--- src/rtl/noc_traffic_node_if.sv ---
// Flit channels of one traffic node: the outbound sender link and the inbound receive link.
// The master modport is the node's view; the slave modport is the router/environment view.
interface noc_traffic_node_if #(
    parameter int DATA_W = 64
);
    logic              receive_valid;
    logic              receive_ready;
    logic [DATA_W-1:0] receive_flit;
    logic              receive_is_header;
    logic              receive_is_tail;
    logic              sender_valid;
    logic              sender_ready;
    logic [DATA_W-1:0] sender_flit;
    logic              sender_is_header;
    logic              sender_is_tail;

    modport master (
        input  receive_valid, receive_flit, receive_is_header, receive_is_tail, sender_ready,
        output receive_ready, sender_valid, sender_flit, sender_is_header, sender_is_tail
    );

    modport slave (
        output receive_valid, receive_flit, receive_is_header, receive_is_tail, sender_ready,
        input  receive_ready, sender_valid, sender_flit, sender_is_header, sender_is_tail
    );
endinterface

--- src/rtl/noc_traffic_node.sv ---
// NoC traffic node: generates bursts of head/data/tail packets and checks inbound packets
// addressed to this node, keeping saturating sent/received/error counters.
module noc_traffic_node #(
    parameter int          DATA_W      = 64,
    parameter int          ID_X_W      = 4,
    parameter int          ID_Y_W      = 4,
    parameter int          X_ID        = 0,
    parameter int          Y_ID        = 0,
    parameter int          PAYLOAD_LEN = 2,
    parameter int          NUM_PKTS    = 4,
    parameter int          DEST_MODE   = 0,
    parameter int          DEST_X_ID   = 1,
    parameter int          DEST_Y_ID   = 0,
    parameter logic [15:0] LFSR_SEED   = 16'hACE1
) (
    input  logic                noc_clk,
    input  logic                noc_rst_n,
    input  logic                send_start,
    noc_traffic_node_if.master  link,
    output logic                tx_busy,
    output logic [15:0]         tx_pkt_cnt,
    output logic [15:0]         rx_pkt_cnt,
    output logic [15:0]         rx_err_cnt
);
    localparam int IDW = ID_X_W + ID_Y_W;
    localparam int HW  = 2 * IDW + 20;
    localparam int DW  = IDW + 12;
    localparam logic [ID_X_W-1:0] MY_X     = ID_X_W'(X_ID);
    localparam logic [ID_Y_W-1:0] MY_Y     = ID_Y_W'(Y_ID);
    localparam logic [ID_X_W-1:0] FIX_X    = ID_X_W'(DEST_X_ID);
    localparam logic [ID_Y_W-1:0] FIX_Y    = ID_Y_W'(DEST_Y_ID);
    localparam logic [3:0]        LEN      = 4'(PAYLOAD_LEN);
    localparam logic [3:0]        LAST_K   = 4'(PAYLOAD_LEN - 1);
    localparam logic [15:0]       LAST_PKT = 16'(NUM_PKTS - 1);

    typedef enum logic [1:0] {IDLE, HEAD, DATA, TAIL} tx_state_e;
    typedef enum logic [1:0] {R_HEAD, R_DATA, R_TAIL} rx_state_e;

    function automatic logic [DATA_W-1:0] ctrl_flit(input logic [7:0] mk,
            input logic [ID_X_W-1:0] sx, input logic [ID_Y_W-1:0] sy,
            input logic [ID_X_W-1:0] dx, input logic [ID_Y_W-1:0] dy, input logic [7:0] sq);
        logic [DATA_W-1:0] f;
        f = '0;
        f[DATA_W-1 -: HW] = {mk, sx, sy, dx, dy, LEN, sq};
        return f;
    endfunction

    function automatic logic [DATA_W-1:0] data_flit(input logic [ID_X_W-1:0] sx,
            input logic [ID_Y_W-1:0] sy, input logic [7:0] sq, input logic [3:0] k);
        logic [DATA_W-1:0] f;
        f = '0;
        f[DW-1:0] = {sx, sy, sq, k};
        return f;
    endfunction

    function automatic logic [15:0] sat_add(input logic [15:0] v, input logic [1:0] inc);
        logic [16:0] s;
        s = {1'b0, v} + {15'd0, inc};
        return s[16] ? 16'hFFFF : s[15:0];
    endfunction

    tx_state_e tx_state_q, tx_state_d;
    logic [7:0]        seq_q, seq_d;
    logic [3:0]        k_q, k_d;
    logic [15:0]       burst_q, burst_d;
    logic [15:0]       lfsr_q, lfsr_d, lfsr_adv;
    logic [ID_X_W-1:0] dst_x_q, dst_x_d, rnd_x;
    logic [ID_Y_W-1:0] dst_y_q, dst_y_d, rnd_y;
    logic [15:0]       tx_pkt_cnt_q, tx_pkt_cnt_d;
    logic              sender_valid_q, sender_valid_d, hdr_q, hdr_d, tail_q, tail_d;
    logic [DATA_W-1:0] sender_flit_q, sender_flit_d;
    logic              tx_busy_q, tx_busy_d, tx_fire, enter_head;

    rx_state_e rx_state_q, rx_state_d;
    logic [ID_X_W-1:0] src_x_q, src_x_d, h_sx, h_dx;
    logic [ID_Y_W-1:0] src_y_q, src_y_d, h_sy, h_dy;
    logic [7:0]        rseq_q, rseq_d, h_mk, h_sq;
    logic [3:0]        rk_q, rk_d, h_len;
    logic [15:0]       rx_pkt_cnt_q, rx_pkt_cnt_d, rx_err_cnt_q, rx_err_cnt_d;
    logic              receive_ready_q, receive_ready_d;
    logic              rx_acc, head_ok, data_ok, tail_ok, take_head, pkt_inc;
    logic [1:0]        err_inc;

    assign tx_fire  = sender_valid_q & link.sender_ready;
    assign lfsr_adv = {lfsr_q[14:0], lfsr_q[15] ^ lfsr_q[13] ^ lfsr_q[12] ^ lfsr_q[10]};
    assign {rnd_x, rnd_y} = lfsr_adv[IDW-1:0];

    // Transmit sequencing: next state, packet bookkeeping and next registered flit outputs.
    always_comb begin
        tx_state_d   = tx_state_q;
        seq_d        = seq_q;
        k_d          = k_q;
        burst_d      = burst_q;
        lfsr_d       = lfsr_q;
        dst_x_d      = dst_x_q;
        dst_y_d      = dst_y_q;
        tx_pkt_cnt_d = tx_pkt_cnt_q;
        enter_head   = 1'b0;
        case (tx_state_q)
            IDLE: begin
                if (send_start) begin
                    tx_state_d = HEAD;
                    burst_d    = 16'd0;
                    enter_head = 1'b1;
                end else begin
                    tx_state_d = IDLE;
                end
            end
            HEAD: begin
                if (tx_fire) begin
                    tx_state_d = DATA;
                    k_d        = 4'd0;
                end else begin
                    tx_state_d = HEAD;
                end
            end
            DATA: begin
                if (tx_fire && (k_q == LAST_K)) begin
                    tx_state_d = TAIL;
                end else if (tx_fire) begin
                    k_d = k_q + 4'd1;
                end else begin
                    tx_state_d = DATA;
                end
            end
            TAIL: begin
                if (tx_fire) begin
                    seq_d        = seq_q + 8'd1;
                    tx_pkt_cnt_d = sat_add(tx_pkt_cnt_q, 2'd1);
                    burst_d      = burst_q + 16'd1;
                    if ((NUM_PKTS != 0) && (burst_q == LAST_PKT)) begin
                        tx_state_d = IDLE;
                    end else begin
                        tx_state_d = HEAD;
                        enter_head = 1'b1;
                    end
                end else begin
                    tx_state_d = TAIL;
                end
            end
            default: tx_state_d = IDLE;
        endcase
        // A random destination equal to our own ID is nudged along X so we never address ourselves.
        if (enter_head && (DEST_MODE == 1)) begin
            lfsr_d  = lfsr_adv;
            dst_y_d = rnd_y;
            if ({rnd_x, rnd_y} == {MY_X, MY_Y}) begin
                dst_x_d = rnd_x + ID_X_W'(1);
            end else begin
                dst_x_d = rnd_x;
            end
        end else if (enter_head) begin
            dst_x_d = FIX_X;
            dst_y_d = FIX_Y;
        end else begin
            lfsr_d = lfsr_q;
        end
        sender_valid_d = (tx_state_d != IDLE);
        tx_busy_d      = (tx_state_d != IDLE);
        hdr_d          = (tx_state_d == HEAD);
        tail_d         = (tx_state_d == TAIL);
        case (tx_state_d)
            HEAD:    sender_flit_d = ctrl_flit(8'hA5, MY_X, MY_Y, dst_x_d, dst_y_d, seq_d);
            DATA:    sender_flit_d = data_flit(MY_X, MY_Y, seq_d, k_d);
            TAIL:    sender_flit_d = ctrl_flit(8'h5A, MY_X, MY_Y, dst_x_d, dst_y_d, seq_d);
            default: sender_flit_d = '0;
        endcase
    end

    assign rx_acc = link.receive_valid & receive_ready_q;
    assign {h_mk, h_sx, h_sy, h_dx, h_dy, h_len, h_sq} = link.receive_flit[DATA_W-1 -: HW];
    assign head_ok = link.receive_is_header && (h_mk == 8'hA5) && (h_dx == MY_X)
                     && (h_dy == MY_Y) && (h_len == LEN);
    assign data_ok = (link.receive_flit == data_flit(src_x_q, src_y_q, rseq_q, rk_q));
    assign tail_ok = link.receive_is_tail && (link.receive_flit[DATA_W-1 -: HW] ==
                     {8'h5A, src_x_q, src_y_q, MY_X, MY_Y, LEN, rseq_q});

    // Receive checking: a stray header both closes the broken packet and opens a new one.
    always_comb begin
        rx_state_d      = rx_state_q;
        src_x_d         = src_x_q;
        src_y_d         = src_y_q;
        rseq_d          = rseq_q;
        rk_d            = rk_q;
        err_inc         = 2'd0;
        pkt_inc         = 1'b0;
        take_head       = 1'b0;
        receive_ready_d = 1'b1;
        if (rx_acc) begin
            case (rx_state_q)
                R_HEAD: take_head = 1'b1;
                R_DATA: begin
                    if (link.receive_is_header) begin
                        err_inc   = 2'd1;
                        take_head = 1'b1;
                    end else if (data_ok && (rk_q == LAST_K)) begin
                        rx_state_d = R_TAIL;
                    end else if (data_ok) begin
                        rk_d = rk_q + 4'd1;
                    end else begin
                        err_inc    = 2'd1;
                        rx_state_d = R_HEAD;
                    end
                end
                R_TAIL: begin
                    if (link.receive_is_header) begin
                        err_inc   = 2'd1;
                        take_head = 1'b1;
                    end else if (tail_ok) begin
                        pkt_inc    = 1'b1;
                        rx_state_d = R_HEAD;
                    end else begin
                        err_inc    = 2'd1;
                        rx_state_d = R_HEAD;
                    end
                end
                default: rx_state_d = R_HEAD;
            endcase
        end else begin
            rx_state_d = rx_state_q;
        end
        if (take_head && head_ok) begin
            rx_state_d = R_DATA;
            src_x_d    = h_sx;
            src_y_d    = h_sy;
            rseq_d     = h_sq;
            rk_d       = 4'd0;
        end else if (take_head) begin
            err_inc    = err_inc + 2'd1;
            rx_state_d = R_HEAD;
        end else begin
            rk_d = rk_d;
        end
        rx_pkt_cnt_d = sat_add(rx_pkt_cnt_q, {1'b0, pkt_inc});
        rx_err_cnt_d = sat_add(rx_err_cnt_q, err_inc);
    end

    // State and output registers; reset abandons any packet in flight.
    always_ff @(posedge noc_clk or negedge noc_rst_n) begin
        if (!noc_rst_n) begin
            tx_state_q      <= IDLE;
            seq_q           <= 8'd0;
            k_q             <= 4'd0;
            burst_q         <= 16'd0;
            lfsr_q          <= LFSR_SEED;
            dst_x_q         <= FIX_X;
            dst_y_q         <= FIX_Y;
            tx_pkt_cnt_q    <= 16'd0;
            sender_valid_q  <= 1'b0;
            sender_flit_q   <= '0;
            hdr_q           <= 1'b0;
            tail_q          <= 1'b0;
            tx_busy_q       <= 1'b0;
            rx_state_q      <= R_HEAD;
            src_x_q         <= '0;
            src_y_q         <= '0;
            rseq_q          <= 8'd0;
            rk_q            <= 4'd0;
            rx_pkt_cnt_q    <= 16'd0;
            rx_err_cnt_q    <= 16'd0;
            receive_ready_q <= 1'b0;
        end else begin
            tx_state_q      <= tx_state_d;
            seq_q           <= seq_d;
            k_q             <= k_d;
            burst_q         <= burst_d;
            lfsr_q          <= lfsr_d;
            dst_x_q         <= dst_x_d;
            dst_y_q         <= dst_y_d;
            tx_pkt_cnt_q    <= tx_pkt_cnt_d;
            sender_valid_q  <= sender_valid_d;
            sender_flit_q   <= sender_flit_d;
            hdr_q           <= hdr_d;
            tail_q          <= tail_d;
            tx_busy_q       <= tx_busy_d;
            rx_state_q      <= rx_state_d;
            src_x_q         <= src_x_d;
            src_y_q         <= src_y_d;
            rseq_q          <= rseq_d;
            rk_q            <= rk_d;
            rx_pkt_cnt_q    <= rx_pkt_cnt_d;
            rx_err_cnt_q    <= rx_err_cnt_d;
            receive_ready_q <= receive_ready_d;
        end
    end

`ifndef SYNTHESIS
    // Simulation trace: one line per packet sent and per good packet received.
    always_ff @(posedge noc_clk) begin
        if (noc_rst_n && tx_fire && (tx_state_q == TAIL)) begin
            $display("noc_traffic_node(%0d,%0d) sent: src=(%0d,%0d) dst=(%0d,%0d) seq=%0d",
                     X_ID, Y_ID, MY_X, MY_Y, dst_x_q, dst_y_q, seq_q);
        end
        if (noc_rst_n && pkt_inc) begin
            $display("noc_traffic_node(%0d,%0d) received: src=(%0d,%0d) dst=(%0d,%0d) seq=%0d",
                     X_ID, Y_ID, src_x_q, src_y_q, MY_X, MY_Y, rseq_q);
        end
    end
`endif

    assign link.sender_valid     = sender_valid_q;
    assign link.sender_flit      = sender_flit_q;
    assign link.sender_is_header = hdr_q;
    assign link.sender_is_tail   = tail_q;
    assign link.receive_ready    = receive_ready_q;
    assign tx_busy               = tx_busy_q;
    assign tx_pkt_cnt            = tx_pkt_cnt_q;
    assign rx_pkt_cnt            = rx_pkt_cnt_q;
    assign rx_err_cnt            = rx_err_cnt_q;
endmodule

--- src/flat_wrapper.sv ---
// flat-port wrapper written by rule: the top's interface ports become plain ports
module noc_traffic_node_flat 
#(
    parameter int          DATA_W      = 64,
    parameter int          ID_X_W      = 4,
    parameter int          ID_Y_W      = 4,
    parameter int          X_ID        = 0,
    parameter int          Y_ID        = 0,
    parameter int          PAYLOAD_LEN = 2,
    parameter int          NUM_PKTS    = 4,
    parameter int          DEST_MODE   = 0,
    parameter int          DEST_X_ID   = 1,
    parameter int          DEST_Y_ID   = 0,
    parameter logic [15:0] LFSR_SEED   = 16'hACE1
)
  (noc_clk, noc_rst_n, send_start, tx_busy, tx_pkt_cnt, rx_pkt_cnt, rx_err_cnt, link_receive_valid, link_receive_flit, link_receive_is_header, link_receive_is_tail, link_sender_ready, link_receive_ready, link_sender_valid, link_sender_flit, link_sender_is_header, link_sender_is_tail);
  noc_traffic_node_if #(.DATA_W(DATA_W)) link_i ();
  input  logic noc_clk;
  input  logic noc_rst_n;
  input  logic send_start;
  output logic tx_busy;
  output logic [15:0] tx_pkt_cnt;
  output logic [15:0] rx_pkt_cnt;
  output logic [15:0] rx_err_cnt;
  input wire logic [$bits(link_i.receive_valid)-1:0] link_receive_valid;
  input wire logic [$bits(link_i.receive_flit)-1:0] link_receive_flit;
  input wire logic [$bits(link_i.receive_is_header)-1:0] link_receive_is_header;
  input wire logic [$bits(link_i.receive_is_tail)-1:0] link_receive_is_tail;
  input wire logic [$bits(link_i.sender_ready)-1:0] link_sender_ready;
  output wire logic [$bits(link_i.receive_ready)-1:0] link_receive_ready;
  output wire logic [$bits(link_i.sender_valid)-1:0] link_sender_valid;
  output wire logic [$bits(link_i.sender_flit)-1:0] link_sender_flit;
  output wire logic [$bits(link_i.sender_is_header)-1:0] link_sender_is_header;
  output wire logic [$bits(link_i.sender_is_tail)-1:0] link_sender_is_tail;
  assign link_i.receive_valid = link_receive_valid;
  assign link_i.receive_flit = link_receive_flit;
  assign link_i.receive_is_header = link_receive_is_header;
  assign link_i.receive_is_tail = link_receive_is_tail;
  assign link_i.sender_ready = link_sender_ready;
  assign link_receive_ready = link_i.receive_ready;
  assign link_sender_valid = link_i.sender_valid;
  assign link_sender_flit = link_i.sender_flit;
  assign link_sender_is_header = link_i.sender_is_header;
  assign link_sender_is_tail = link_i.sender_is_tail;
  noc_traffic_node #(.DATA_W(DATA_W), .ID_X_W(ID_X_W), .ID_Y_W(ID_Y_W), .X_ID(X_ID), .Y_ID(Y_ID), .PAYLOAD_LEN(PAYLOAD_LEN), .NUM_PKTS(NUM_PKTS), .DEST_MODE(DEST_MODE), .DEST_X_ID(DEST_X_ID), .DEST_Y_ID(DEST_Y_ID), .LFSR_SEED(LFSR_SEED)) u_core (.noc_clk(noc_clk), .noc_rst_n(noc_rst_n), .send_start(send_start), .link(link_i), .tx_busy(tx_busy), .tx_pkt_cnt(tx_pkt_cnt), .rx_pkt_cnt(rx_pkt_cnt), .rx_err_cnt(rx_err_cnt));
endmodule
--- config.mk ---
export PLATFORM = sky130hd
export DESIGN_NAME = noc_traffic_node_flat
export DESIGN_NICKNAME = d
export VERILOG_FILES = /design/src/rtl/noc_traffic_node_if.sv /design/src/rtl/noc_traffic_node.sv /design/src/flat_wrapper.sv
export SDC_FILE = /design/constraint.sdc
export NUM_CORES = 1
export LEC_CHECK = 0
export CORE_MARGIN = 2
export CORE_UTILIZATION = 35
export CTS_CLUSTER_DIAMETER = 40
export DETAILED_ROUTE_END_ITERATION = 16
export PLACE_DENSITY_LB_ADDON = 0.15
export SYNTH_ARGS = -nofsm -noshare
export SYNTH_HDL_FRONTEND = slang
export SYNTH_SLANG_ARGS = --single-unit
export TNS_END_PERCENT = 20
--- constraint.sdc ---
create_clock -name noc_clk -period 4.5 [get_ports noc_clk]
set_input_delay 0.9 -clock noc_clk [delete_from_list [all_inputs] [get_ports noc_clk]]
set_output_delay 0.9 -clock noc_clk [all_outputs]
set_load 0.05 [all_outputs]
==> impl_summary.txt, run 1 <==
----------------------------------------------------
[Outcome]
  Status ... finished clean

[GRT]
  Global-route wire length before repair ... 27900 um
  Gr ovfl total ... 0
  Vias in the first global route ... 5476
  Initial antenna violation count ... 0
  Total GRT Usage ... 0.160
  Maximum number of pins on one net before global-route repair ... 90

[Route]
  Final wirelength ... 17100 um
  DR pass1 iterations ... 4
  DRC violations left ... 0
  Antenna Violating Nets Remaining ... 0
  Number of vias after detailed routing ... 5560
  Number of DRC markers after the initial detailed-route iteration ... 246
  Final routed wire length divided by cell count ... 14.4 um
  Drt via density ... 4.68

[Place]
  Number of buffers added on ports ... 160
  Placed cell areas ... 9180 um^2
  Routability cong. ... 0.790
  Sum of net half-perimeters after detailed placement ... 12300 um
  Worst slack, placed ... -0.620 ns

[Min path]
  Type of the most critical hold path ... reg2reg

[Yosys]
  Distinct cells, synth ... 59
  Syn Inst Count ... 715
  Async S/R FF share, synth ... 1.00
  Most used flip-flop cell after synthesis ... sky130_fd_sc_hd__dfrtp_1
  Top cell type by total area after synthesis ... sky130_fd_sc_hd__dfrtp_1
  Number of synthesized register bits ... 140
  Sequential fraction of the synthesis area ... 0.486
  Top post-synthesis cells by area ... sky130_fd_sc_hd__dfrtp_1 (48%), sky130_fd_sc_hd__xnor2_1 (7.2%), sky130_fd_sc_hd__nand2_1 (4.0%)
  Fraction of synthesized cell area taken by the top area cell type ... 0.482
  Synthesized area per cell ... 10.1 um^2
  Post-synth EDFFs ... 0
  Ys Warns ... 0
  Post-Synthesis Cell Area ... 7210 um^2

[Final layout]
  P&R area growth vs syn ... 37.1%
  Diodes inserted ... 0
  Filler cell count in the final layout ... 1898
  Fraction of layout cells with a size suffix above 1 ... 0.126
  Final instance area ... 9890 um^2
  Final Net Count ... 998

[Timing]
  Total Neg Setup Slack ... 0 ns
  Final Slew Violations ... 0
  Worst-margin pin slew ... 0.889 ns
  Highest achievable clock rate ... 230 MHz
  Final worst-path cycle share ... 0.965
  Final critical delay including setup and external delays ... 4.34 ns
  Setup violators final ... 0
  Setup Skew ... 0.0102 ns
  Final count of hold timing violations ... 0
  Max_slew headroom ... 0.405
  WHS ... 0.471 ns
  Final worst setup slack ... 0.157 ns

[Die]
  Initial Utilization ... 0.356
  Die W ... 148 um
  Std-Cell Core Area ... 20200 um^2
  Site row count ... 52
  Full die area ... 21800 um^2
  Boundary Pins ... 188
  Die Height ... 148 um

[Clocking]
  Clock tree from TritonCTS ... done
  Count of buffers added by post-CTS timing repair for setup ... 0
  TritonCTS sink count ... 140
  Number of buffers created by CTS ... 17
  Clock transition time at the flip-flop clock pins of the worst setup and hold paths ... 0.06 ns
  CTS HTree Levels ... 4
  Clock network latency to the later pin of the worst-skew pair ... 0.42 ns
  Post-CTS Hold Fix Bufs ... 0
  Bufs on Longest Clock Path ... 2
  Master cell of the clock root buffer ... sky130_fd_sc_hd__clkbuf_16

[Pwr]
  Internal Dissipation ... 2530 uW
  Leakage ... 0.00460 uW
  Peak ir drop on the vdd network ... 0.408 mV
  Power spent charging and discharging nets ... 1520 uW
  Switching portion of total power ... 0.375
  Overall power ... 4050 uW
  Sequential share of power ... 0.361
  Total power density per cell area ... 410 nW/um^2
  Combinational Power Share ... 0.306
  Clock power share ... 0.333

[Worst setup path]
  Critical path fanouts, max ... 6
  Category of the worst setup path capture point ... flop
  Data arrival time at the worst-slack endpoint ... 4.70 ns
  Kind of start point of the critical path ... input port
  Data required time at the worst endpoint ... 4.86 ns
  Start-to-end type of the worst setup path ... in2reg

[Run]
  Number of max-cap violations ... 0

----------------------------------------------------
[power by group through the flow]
stage                     sequential, uW  clock, uW  combinational, uW
final                               1460       1350               1240
after global routing                1480       1450               1350
after CTS                           1470       1400               1250
after detailed placement            1480          0               1240
after floorplan                     1680          0                666
after global placement              1480          0               1240
[metal layers]
layer / up-vias / share of wire / GRT usage
met3: 14 / 0.058 / 0.0386
met4: 0 / 0.010 / 0.0418
met2: 158 / 0.46 / 0.251
met5: - / 0 / 0
met1: 2616 / 0.48 / 0.222
li1: 2772 / - / -
[Yosys cell counts, types with 21 or more instances]
cell type and count:
sky130_fd_sc_hd__ha_1 21, sky130_fd_sc_hd__nor2_1 50, sky130_fd_sc_hd__mux2_2 22, sky130_fd_sc_hd__xor2_1 21, sky130_fd_sc_hd__and3_1 21, sky130_fd_sc_hd__dfrtp_1 139, sky130_fd_sc_hd__inv_1 28, sky130_fd_sc_hd__buf_4 37
sky130_fd_sc_hd__xnor2_1 59, sky130_fd_sc_hd__nand2_1 76, sky130_fd_sc_hd__nand4_1 27, sky130_fd_sc_hd__nand3_1 37
[path summary, 6_finish.rpt]
| path | start | to | slack [ns] | cells after the start |
|---|---|---|---|---|
| min reg2reg | u_core.dst_x_q[0]$_DFF_PN1_ | u_core.dst_x_q[0]$_DFF_PN1_ | 0.47 | 2 |
| max | link_receive_flit[37] | u_core.rx_err_cnt[9]$_DFF_PN0_ | 0.16 | 20 |
| max in group asynchronous | noc_rst_n | u_core.dst_x_q[0]$_DFF_PN1_ | 3.19 | 2 |
| max reg2reg | u_core.rk_q[0]$_DFFE_PN0P_ | u_core.rx_err_cnt[9]$_DFF_PN0_ | 0.75 | 18 |
| min in group asynchronous | noc_rst_n | u_core.rx_pkt_cnt[2]$_DFF_PN0_ | 0.51 | 1 |
| min | u_core.dst_x_q[0]$_DFF_PN1_ | u_core.dst_x_q[0]$_DFF_PN1_ | 0.47 | 2 |
[repair_timing]
action                                  CTS  global route
hold endpoints to repair                  0             0
gates resized for setup                   2            34
pin swaps                                 2            12
cloned                                    0             1
endpoints found under the setup margin   16            16
[registers in the layout, indices dropped and copies added, names as in the netlist, 2 cells and up]
signal and count:
u_core.link.sender_flit 29, u_core.burst_q 16, u_core.rx_err_cnt 16, u_core.rx_pkt_cnt 16, u_core.tx_pkt_cnt 16, u_core.rseq_q 8, u_core.seq_q 8, u_core.dst_x_q 4
u_core.dst_y_q 4, u_core.k_q 4, u_core.rk_q 4, u_core.src_x_q 4, u_core.src_y_q 4, u_core.rx_state_q 2
[worst max-delay path, cell delays in order]
cell and delay [ns]:
sky130_fd_sc_hd__clkdlybuf4s50_1 0.44, sky130_fd_sc_hd__nor4_2 0.21, sky130_fd_sc_hd__buf_4 0.15, sky130_fd_sc_hd__nand4_1 0.10
sky130_fd_sc_hd__nor4_2 0.26, sky130_fd_sc_hd__buf_4 0.19, sky130_fd_sc_hd__nand3_4 0.08, sky130_fd_sc_hd__o311a_1 0.34
sky130_fd_sc_hd__ha_1 0.27, sky130_fd_sc_hd__nand2_1 0.06, sky130_fd_sc_hd__o21ai_2 0.06, sky130_fd_sc_hd__ha_2 0.20
sky130_fd_sc_hd__inv_2 0.04, sky130_fd_sc_hd__fa_2 0.37, sky130_fd_sc_hd__and3b_1 0.23, sky130_fd_sc_hd__and4_1 0.22
sky130_fd_sc_hd__and4_4 0.25, sky130_fd_sc_hd__nand3_4 0.08, sky130_fd_sc_hd__buf_4 0.18, sky130_fd_sc_hd__nand2_1 0.06
[through the flow]
| stage | std cells | utilization |
|---|---|---|
| 4_1_cts | 1187 | 0.482 |
| 3_3_place_gp | 1155 | 0.454 |
| 3_5_place_dp | 1155 | 0.454 |
| 2_1_floorplan | 741 | - |
| 5_1_grt | 1188 | 0.489 |
| 6_report | 1188 | 0.489 |
[final cells by class]
type | instances | area, um^2 | area share
inverter | 28 | 105 | 0.0106
clock inverter | 15 | 140 | 0.0142
multi-input combinational | 521 | 3450 | 0.349
timing repair buffer | 197 | 1920 | 0.195
tap | 270 | 338 | 0.0342
sequential | 140 | 3500 | 0.354
clock buffer | 17 | 425 | 0.0430
[kinds of logic (layout without fill, tap and decap cells)]
kind of cell               after synthesis  in the layout  share of synthesized area
xor gates and xnor gates                80             80                     0.0972
muxes                                   29             29                     0.0441
and+or+nand+nor                        297            297                      0.213
buffers and inverters                   80            257                     0.0632
other                                    2             28                    0.00104
AOI/OAI and AO/OA                       65             65                     0.0567
DFF                                    140            140                      0.486
adders and majority gates               22             22                     0.0392
[layout by cell type (no fill, tap or decap), types with 5 or more instances in the layout]
master,instances
sky130_fd_sc_hd__inv_1,27
sky130_fd_sc_hd__dfrtp_1,139
sky130_fd_sc_hd__nand2_1,76
sky130_fd_sc_hd__nor3_1,18
sky130_fd_sc_hd__mux2_2,22
sky130_fd_sc_hd__nand3_1,35
sky130_fd_sc_hd__nor2_1,50
sky130_fd_sc_hd__or3_1,7
sky130_fd_sc_hd__conb_1,28
sky130_fd_sc_hd__nor4_1,7
sky130_fd_sc_hd__xor2_1,21
sky130_fd_sc_hd__a21oi_1,16
sky130_fd_sc_hd__nor2b_1,11
sky130_fd_sc_hd__mux2i_1,7
sky130_fd_sc_hd__nand4_1,27
sky130_fd_sc_hd__nor4_2,6
sky130_fd_sc_hd__dlymetal6s2s_1,11
sky130_fd_sc_hd__ha_1,20
sky130_fd_sc_hd__xnor2_1,59
sky130_fd_sc_hd__and3_1,21
sky130_fd_sc_hd__o21ai_0,18
sky130_fd_sc_hd__clkbuf_16,17
sky130_fd_sc_hd__and2_1,9
sky130_fd_sc_hd__clkdlybuf4s50_1,148
sky130_fd_sc_hd__buf_4,35
sky130_fd_sc_hd__nand2b_1,8
sky130_fd_sc_hd__a31oi_1,5
Note: power is estimated with default switching activity, not from simulation.
==> inputs of run 2 (changes only) <==
Settings changed: RECOVER_POWER set to 50.
==> run 2 against run 1 <==
Compared with the run above: the flow now finishes with violations (capacitance limit, slew limit); flip-flop and latch count stayed put; routed wire length is 0.13% lower; clock power hardly changed; non-clock buffer count stayed put; power is 0.15% lower; combinational power hardly changed; die area stayed put; sequential share of layout area is 0.099 points higher; first-iteration DRC count is 6.9% lower; largest cell class unchanged; core utilization is 0.14 points lower; setup slack worse by 0.0028 ns.
==> impl_summary.txt, run 2 (synthesized netlist as in run 1, its figures left out) <==
----------------------------------------------------
[Pwr]
  Clock power share ... 0.334 (about the same)
  Total power density per cell area ... 410 nW/um^2 (+0.13%)
  Internal Dissipation ... 2530 uW (-0.19%)
  Power spent charging and discharging nets ... 1520 uW (about the same)
  Leakage ... 0.00466 uW (+1.2%)
  Switching portion of total power ... 0.376 (about the same)
  Sequential share of power ... 0.361 (about the same)
  Peak ir drop on the vdd network ... 0.407 mV (-0.25%)
  Combinational Power Share ... 0.305 (about the same)

[Clocking]
  Number of buffers created by CTS ... 17 (unchanged)
  TritonCTS sink count ... 140 (unchanged)
  Post-CTS Hold Fix Bufs ... 0 (unchanged)
  CTS HTree Levels ... 4 (unchanged)
  Bufs on Longest Clock Path ... 2 (unchanged)
  Clock transition time at the flip-flop clock pins of the worst setup and hold paths ... 0.06 ns (about the same)
  Master cell of the clock root buffer ... sky130_fd_sc_hd__clkbuf_16
  Clock network latency to the later pin of the worst-skew pair ... 0.42 ns (about the same)
  Clock tree from TritonCTS ... done

[Route]
  Number of vias after detailed routing ... 5566 (+0.11%)
  DR pass1 iterations ... 4 (unchanged)
  Number of DRC markers after the initial detailed-route iteration ... 229 (-6.9%)
  Antenna Violating Nets Remaining ... 0 (unchanged)
  Final wirelength ... 17000 um (-0.13%)
  Final routed wire length divided by cell count ... 14.3 um (-0.13%)
  Drt via density ... 4.69 (+0.11%)
  DRC violations left ... 0 (unchanged)

[Die]
  Die W ... 148 um (unchanged)
  Initial Utilization ... 0.356 (unchanged)
  Site row count ... 52 (unchanged)
  Boundary Pins ... 188 (unchanged)
  Std-Cell Core Area ... 20200 um^2 (unchanged)
  Die Height ... 148 um (unchanged)
  Full die area ... 21800 um^2 (unchanged)

[Min path]
  Type of the most critical hold path ... reg2reg

[Worst setup path]
  Data required time at the worst endpoint ... 4.86 ns (about the same)
  Kind of start point of the critical path ... input port
  Start-to-end type of the worst setup path ... in2reg
  Critical path fanouts, max ... 6 (unchanged)
  Data arrival time at the worst-slack endpoint ... 4.70 ns (about the same)
  Setup slack on the worst flop-to-flop path ... 0.75 ns (about the same)
  Category of the worst setup path capture point ... flop

[GRT]
  Global-route track usage on met2 ... 0.251 (unchanged)
  Routing usage on met3 ... 0.0386 (unchanged)
  Busiest layer in global routing ... met2
  Gr ovfl total ... 0 (unchanged)
  Initial antenna violation count ... 0 (unchanged)
  Vias in the first global route ... 5476 (unchanged)
  Global-route wire length before repair ... 27900 um (unchanged)
  Maximum number of pins on one net before global-route repair ... 90 (unchanged)
  Global-route track usage on met1 ... 0.222 (unchanged)
  Total GRT Usage ... 0.160 (unchanged)

[Place]
  Sum of net half-perimeters after detailed placement ... 12300 um (unchanged)
  Routability cong. ... 0.790 (unchanged)
  Cells after DPL ... 1155 (unchanged)
  Number of buffers added on ports ... 160 (unchanged)

[Run]
  Number of max-cap violations ... 1 (+1)

[Outcome]
  Failing checks ... capacitance limit, slew limit
  Status ... finished, violations left

[Final layout]
  Final Net Count ... 998 (unchanged)
  Diodes inserted ... 0 (unchanged)
  Leading cell types in the layout, fill and taps excluded ... sky130_fd_sc_hd__dfrtp_1 (139), sky130_fd_sc_hd__clkdlybuf4s50_1 (127), sky130_fd_sc_hd__nand2_1 (76)
  P&R area growth vs syn ... 36.8%
  Number of flip-flops under the largest register name ... 29 (unchanged)
  Filler cell count in the final layout ... 1901 (+0.16%)
  Most common cell after layout, fill and taps aside ... sky130_fd_sc_hd__dfrtp_1
  Final Util ... 0.487 (-0.00136)
  Final Non-Filler Cells ... 1188 (unchanged)
  Fraction of layout cells with a size suffix above 1 ... 0.125 (-0.00109)

[Timing]
  Worst-margin pin slew ... 2.22 ns (+1.33 ns)
  Final Slew Violations ... 90 (+90)
  Final critical delay including setup and external delays ... 4.35 ns (+0.00279 ns)
  Max_slew headroom ... -0.477 (-0.882)
  Setup violators final ... 0 (unchanged)
  Final worst-path cycle share ... 0.966 (about the same)
  Highest achievable clock rate ... 230 MHz (about the same)
  Final count of hold timing violations ... 0 (unchanged)
  Setup Skew ... 0.0110 ns (+0.000806 ns)

----------------------------------------------------
[run 2: cell types whose count changed in the layout (fill, tap and decap cells not counted), sizes merged]
cell,delta
clkbuf,+2
buf,-2
dlygate4sd3,+21
clkdlybuf4s50,-21
[run 2: layer usage]
| layer | up-vias | part of all wire |
|---|---|---|
| li1 | 2773 | - |
| met1 | 2631 | 0.48 |
| met2 | 150 | 0.46 |
| met3 | 12 | 0.055 |
| met4 | 0 | 0.0093 |
| met5 | - | 0 |
[run 2: path summary, 6_finish.rpt]
| path | from | end | cells past startpoint |
|---|---|---|---|
| min reg2reg | u_core.dst_x_q[0]$_DFF_PN1_ | u_core.dst_x_q[0]$_DFF_PN1_ | 2 |
| max in group asynchronous | noc_rst_n | u_core.link.sender_flit[0]$_DFF_PN0_ | 2 |
| max reg2reg | u_core.rk_q[0]$_DFFE_PN0P_ | u_core.rx_err_cnt[9]$_DFF_PN0_ | 18 |
| max | link_receive_flit[37] | u_core.rx_err_cnt[9]$_DFF_PN0_ | 20 |
| min in group asynchronous | noc_rst_n | u_core.rx_pkt_cnt[2]$_DFF_PN0_ | 1 |
| min | u_core.dst_x_q[0]$_DFF_PN1_ | u_core.dst_x_q[0]$_DFF_PN1_ | 2 |
[run 2: power groups by stage]
stage / Clock (uW) / Combinational [uW] / Sequential, uW
2_1_floorplan: 0 / 666 / 1680
3_3_place_gp: 0 / 1240 / 1480
3_5_place_dp: 0 / 1240 / 1480
4_1_cts: 1400 / 1250 / 1470
5_1_grt: 1450 / 1340 / 1480
6_report: 1350 / 1230 / 1460
[run 2: per-stage QoR]
step	setup slack, ns	power [uW]	setup TNS, ns	area [um^2]	hold WS [ns]
after floorplan	0.159	2350	0	7310	0.440
after global placement	-0.711	2730	-10.68	9180	0.451
after detailed placement	-0.620	2730	-9.28	9180	0.461
after CTS	0.0374	4110	0	9760	0.471
after global routing	-0.0143	4270	-0.0720	9860	0.503
final	0.155	4050	0	9860	0.471
[run 2: cell type report]
cell class / count / area, um^2 / area share
inverter: 28 / 105 / 0.0107
clock inverter: 15 / 140 / 0.0142
multi-input combinational: 521 / 3440 / 0.349
tap: 270 / 338 / 0.0343
clock buffer: 17 / 425 / 0.0431
timing repair buffer: 197 / 1900 / 0.193
sequential: 140 / 3500 / 0.355
[run 2: worst max-delay path, cell delays in order]
cell and delay [ns]:
sky130_fd_sc_hd__clkdlybuf4s50_1 0.44, sky130_fd_sc_hd__nor4_2 0.21, sky130_fd_sc_hd__buf_4 0.15, sky130_fd_sc_hd__nand4_1 0.10
sky130_fd_sc_hd__nor4_2 0.26, sky130_fd_sc_hd__buf_4 0.19, sky130_fd_sc_hd__nand3_4 0.08, sky130_fd_sc_hd__o311a_1 0.34
sky130_fd_sc_hd__ha_1 0.27, sky130_fd_sc_hd__nand2_1 0.06, sky130_fd_sc_hd__o21ai_2 0.06, sky130_fd_sc_hd__ha_2 0.20
sky130_fd_sc_hd__inv_2 0.04, sky130_fd_sc_hd__fa_2 0.37, sky130_fd_sc_hd__and3b_1 0.23, sky130_fd_sc_hd__and4_1 0.22
sky130_fd_sc_hd__and4_4 0.25, sky130_fd_sc_hd__nand3_4 0.08, sky130_fd_sc_hd__buf_4 0.18, sky130_fd_sc_hd__nand2_1 0.06
[run 2: repair_timing]
item / 4_1_cts / 5_1_grt
pin swaps: 2 / 12
gates resized for setup: 2 / 34
cloned: 0 / 1
setup buffers: 0 / 0
endpoints found under the setup margin: 16 / 16
hold endpoints to repair: 0 / 0
==> inputs of run 3 (changes only) <==
Settings changed: CORE_MARGIN 2 to 10, CTS_CLUSTER_DIAMETER 40 to 100.
==> run 3 against run 2 <==
Compared with the run above: the flow still finishes with violations (capacitance limit, slew limit); largest cell class unchanged; first-iteration DRC count increased by 49%; critical endpoint is now u_core.rx_err_cnt[6]$_DFF_PN0_; global-route usage fell by 1.9 points; clock skew increased by 0.0034 ns; fmax shrank 0.33%; power decreased by 0.21%; clock-buffer cell count did not move; worst hold slack improved by 0.0055 ns; largest power group unchanged; non-clock buffer count up 3; clock power hardly changed; critical path type unchanged; die area grew 23%; via count rose by 0.83%; cell count is 0.25% higher.
==> impl_summary.txt, run 3 (synthesized netlist as in run 1, its figures left out) <==
----------------------------------------------------
[Timing]
  Max_slew headroom ... -0.576 (-0.0993)
  Highest achievable clock rate ... 229 MHz (-0.33%)
  Final worst-path cycle share ... 0.969 (+0.00315)
  Worst-margin pin slew ... 2.36 ns (+0.149 ns)
  Setup violators final ... 0 (unchanged)
  Final count of hold timing violations ... 0 (unchanged)
  Final Slew Violations ... 95 (+5.6%)
  Final worst setup slack ... 0.140 ns (-0.0142 ns)
  Final critical delay including setup and external delays ... 4.36 ns (+0.0142 ns)
  Setup Skew ... 0.0144 ns (+0.00340 ns)

[Outcome]
  Status ... finished, violations left
  Failing checks ... capacitance limit, slew limit

[Route]
  Number of vias after detailed routing ... 5612 (+0.83%)
  Antenna Violating Nets Remaining ... 0 (unchanged)
  Final routed wire length divided by cell count ... 15.8 um (+10%)
  Drt via density ... 4.71 (+0.57%)
  DRC violations left ... 0 (unchanged)
  DR pass1 iterations ... 4 (unchanged)
  Number of DRC markers after the initial detailed-route iteration ... 341 (+49%)
  Final wirelength ... 18900 um (+11%)

[Pwr]
  Combinational Power Share ... 0.311 (+0.006)
  Internal Dissipation ... 2480 uW (-1.8%)
  Switching portion of total power ... 0.385 (+0.00977)
  Peak ir drop on the vdd network ... 0.642 mV (+58%)
  Overall power ... 4040 uW (-0.21%)
  Sequential share of power ... 0.362 (about the same)
  Power spent charging and discharging nets ... 1560 uW (+2.4%)
  Clock power share ... 0.327 (-0.007)
  Total power density per cell area ... 412 nW/um^2 (+0.41%)
  Leakage ... 0.00454 uW (-2.5%)

[GRT]
  Maximum number of pins on one net before global-route repair ... 95 (+5.6%)
  Vias in the first global route ... 5716 (+4.4%)
  Global-route wire length before repair ... 30100 um (+8.0%)
  Total GRT Usage ... 0.141 (-0.0190)
  Gr ovfl total ... 0 (unchanged)
  Initial antenna violation count ... 0 (unchanged)

[Die]
  Boundary Pins ... 188 (unchanged)
  Initial Utilization ... 0.356 (unchanged)
  Full die area ... 26700 um^2 (+23%)
  Std-Cell Core Area ... 20200 um^2 (unchanged)
  Die W ... 164 um (+11%)
  Die Height ... 164 um (+11%)
  Site row count ... 52 (unchanged)

[Final layout]
  Final Net Count ... 1001 (+0.30%)
  Most common cell after layout, fill and taps aside ... sky130_fd_sc_hd__clkdlybuf4s50_1
  Diodes inserted ... 0 (unchanged)
  Leading cell types in the layout, fill and taps excluded ... sky130_fd_sc_hd__clkdlybuf4s50_1 (143), sky130_fd_sc_hd__dfrtp_1 (139), sky130_fd_sc_hd__nand2_1 (76)
  Number of flip-flops under the largest register name ... 29 (unchanged)
  Fraction of layout cells with a size suffix above 1 ... 0.121 (-0.00475)
  P&R area growth vs syn ... 35.9%

[Place]
  Sum of net half-perimeters after detailed placement ... 14000 um (+14%)
  Routability cong. ... 0.821 (+3.9%)
  Worst slack, placed ... -0.481 ns (+0.140 ns)
  Number of buffers added on ports ... 160 (unchanged)

[Clocking]
  Master cell of the clock root buffer ... sky130_fd_sc_hd__clkbuf_16
  Clock transition time at the flip-flop clock pins of the worst setup and hold paths ... 0.07 ns (about the same)
  TritonCTS sink count ... 140 (unchanged)
  Clock tree from TritonCTS ... done
  Clock network latency to the later pin of the worst-skew pair ... 0.42 ns (about the same)
  Post-CTS Hold Fix Bufs ... 0 (unchanged)
  Bufs on Longest Clock Path ... 2 (unchanged)
  Number of buffers created by CTS ... 17 (unchanged)
  CTS HTree Levels ... 4 (unchanged)

[Worst setup path]
  Data arrival time at the worst-slack endpoint ... 4.70 ns (about the same)
  Start-to-end type of the worst setup path ... in2reg
  Kind of start point of the critical path ... input port
  Category of the worst setup path capture point ... flop
  Data required time at the worst endpoint ... 4.84 ns (-0.02 ns)
  Critical path fanouts, max ... 9 (+3)

[Min path]
  Type of the most critical hold path ... reg2reg

[Run]
  Number of max-cap violations ... 1 (unchanged)

----------------------------------------------------
[run 3: repair_timing]
item	CTS	global route
gates cloned	0	0
endpoints found under the setup margin	13	15
buffers inserted	0	3
pin swaps	2	6
gates resized for setup	4	12
[run 3: final timing paths]
check                           depth (start not counted)                                    to  slack, ns                   startpoint
worst max-delay path                                   19        u_core.rx_err_cnt[6]$_DFF_PN0_       0.14        link_receive_flit[51]
worst min-delay path                                    2           u_core.dst_x_q[0]$_DFF_PN1_       0.48  u_core.dst_x_q[0]$_DFF_PN1_
worst max register to register                         18        u_core.rx_err_cnt[6]$_DFF_PN0_       0.73   u_core.rk_q[3]$_DFFE_PN0P_
worst min register to register                          2           u_core.dst_x_q[0]$_DFF_PN1_       0.48  u_core.dst_x_q[0]$_DFF_PN1_
max in group asynchronous                               2  u_core.link.sender_flit[0]$_DFF_PN0_       1.18                    noc_rst_n
min in group asynchronous                               1        u_core.rx_pkt_cnt[4]$_DFF_PN0_       1.15                    noc_rst_n
[run 3: stage by stage]
step	instances	hold slack, ns	utilization	TNS [ns]	cell area [um^2]
after detailed placement	1156	0.462	0.454	-6.84	9190
after global placement	1156	0.449	0.454	-5.29	9190
final	1191	0.477	0.484	0	9800
after floorplan	741	0.440	-	0	7310
after CTS	1188	0.480	0.483	0	9770
after global routing	1191	0.500	0.484	-0.115	9800
[run 3: critical path, stage by stage]
cell	delay, ns
sky130_fd_sc_hd__clkdlybuf4s50_1	0.44
sky130_fd_sc_hd__nor4_2	0.27
sky130_fd_sc_hd__nand4_1	0.14
sky130_fd_sc_hd__nor4_2	0.33
sky130_fd_sc_hd__buf_4	0.17
sky130_fd_sc_hd__nand3_1	0.11
sky130_fd_sc_hd__o311a_1	0.31
sky130_fd_sc_hd__ha_1	0.28
sky130_fd_sc_hd__nand2_1	0.04
sky130_fd_sc_hd__o21ai_0	0.09
sky130_fd_sc_hd__ha_2	0.21
sky130_fd_sc_hd__inv_1	0.05
sky130_fd_sc_hd__fa_2	0.34
sky130_fd_sc_hd__and3b_1	0.24
sky130_fd_sc_hd__and4_1	0.23
sky130_fd_sc_hd__and4_1	0.24
sky130_fd_sc_hd__nand3_2	0.10
sky130_fd_sc_hd__buf_6	0.15
sky130_fd_sc_hd__o21ai_0	0.06
[run 3: per-layer routing]
metal,part of all wire,vias up,wire length (um),GRT usage
met5,0,-,0,0
met4,0.0093,0,176,0.0418
met3,0.068,11,1280,0.0466
met2,0.44,148,8350,0.215
met1,0.48,2653,9050,0.185
li1,-,2800,-,-
[run 3: power groups by stage]
stage | combinational [uW] | clock, uW | sequential, uW
2_1_floorplan | 666 | 0 | 1680
3_3_place_gp | 1270 | 0 | 1480
3_5_place_dp | 1270 | 0 | 1480
4_1_cts | 1280 | 1360 | 1460
5_1_grt | 1360 | 1420 | 1470
6_report | 1260 | 1320 | 1460
[run 3: cell type report]
cell class / instances / area, um^2
Fill cell: 1919 / 10400
Sequential cell: 140 / 3500
Multi-Input combinational cell: 521 / 3390
Timing Repair Buffer: 200 / 1910
Clock buffer: 17 / 425
Tap cell: 270 / 338
Clock inverter: 15 / 126
Inverter: 28 / 105
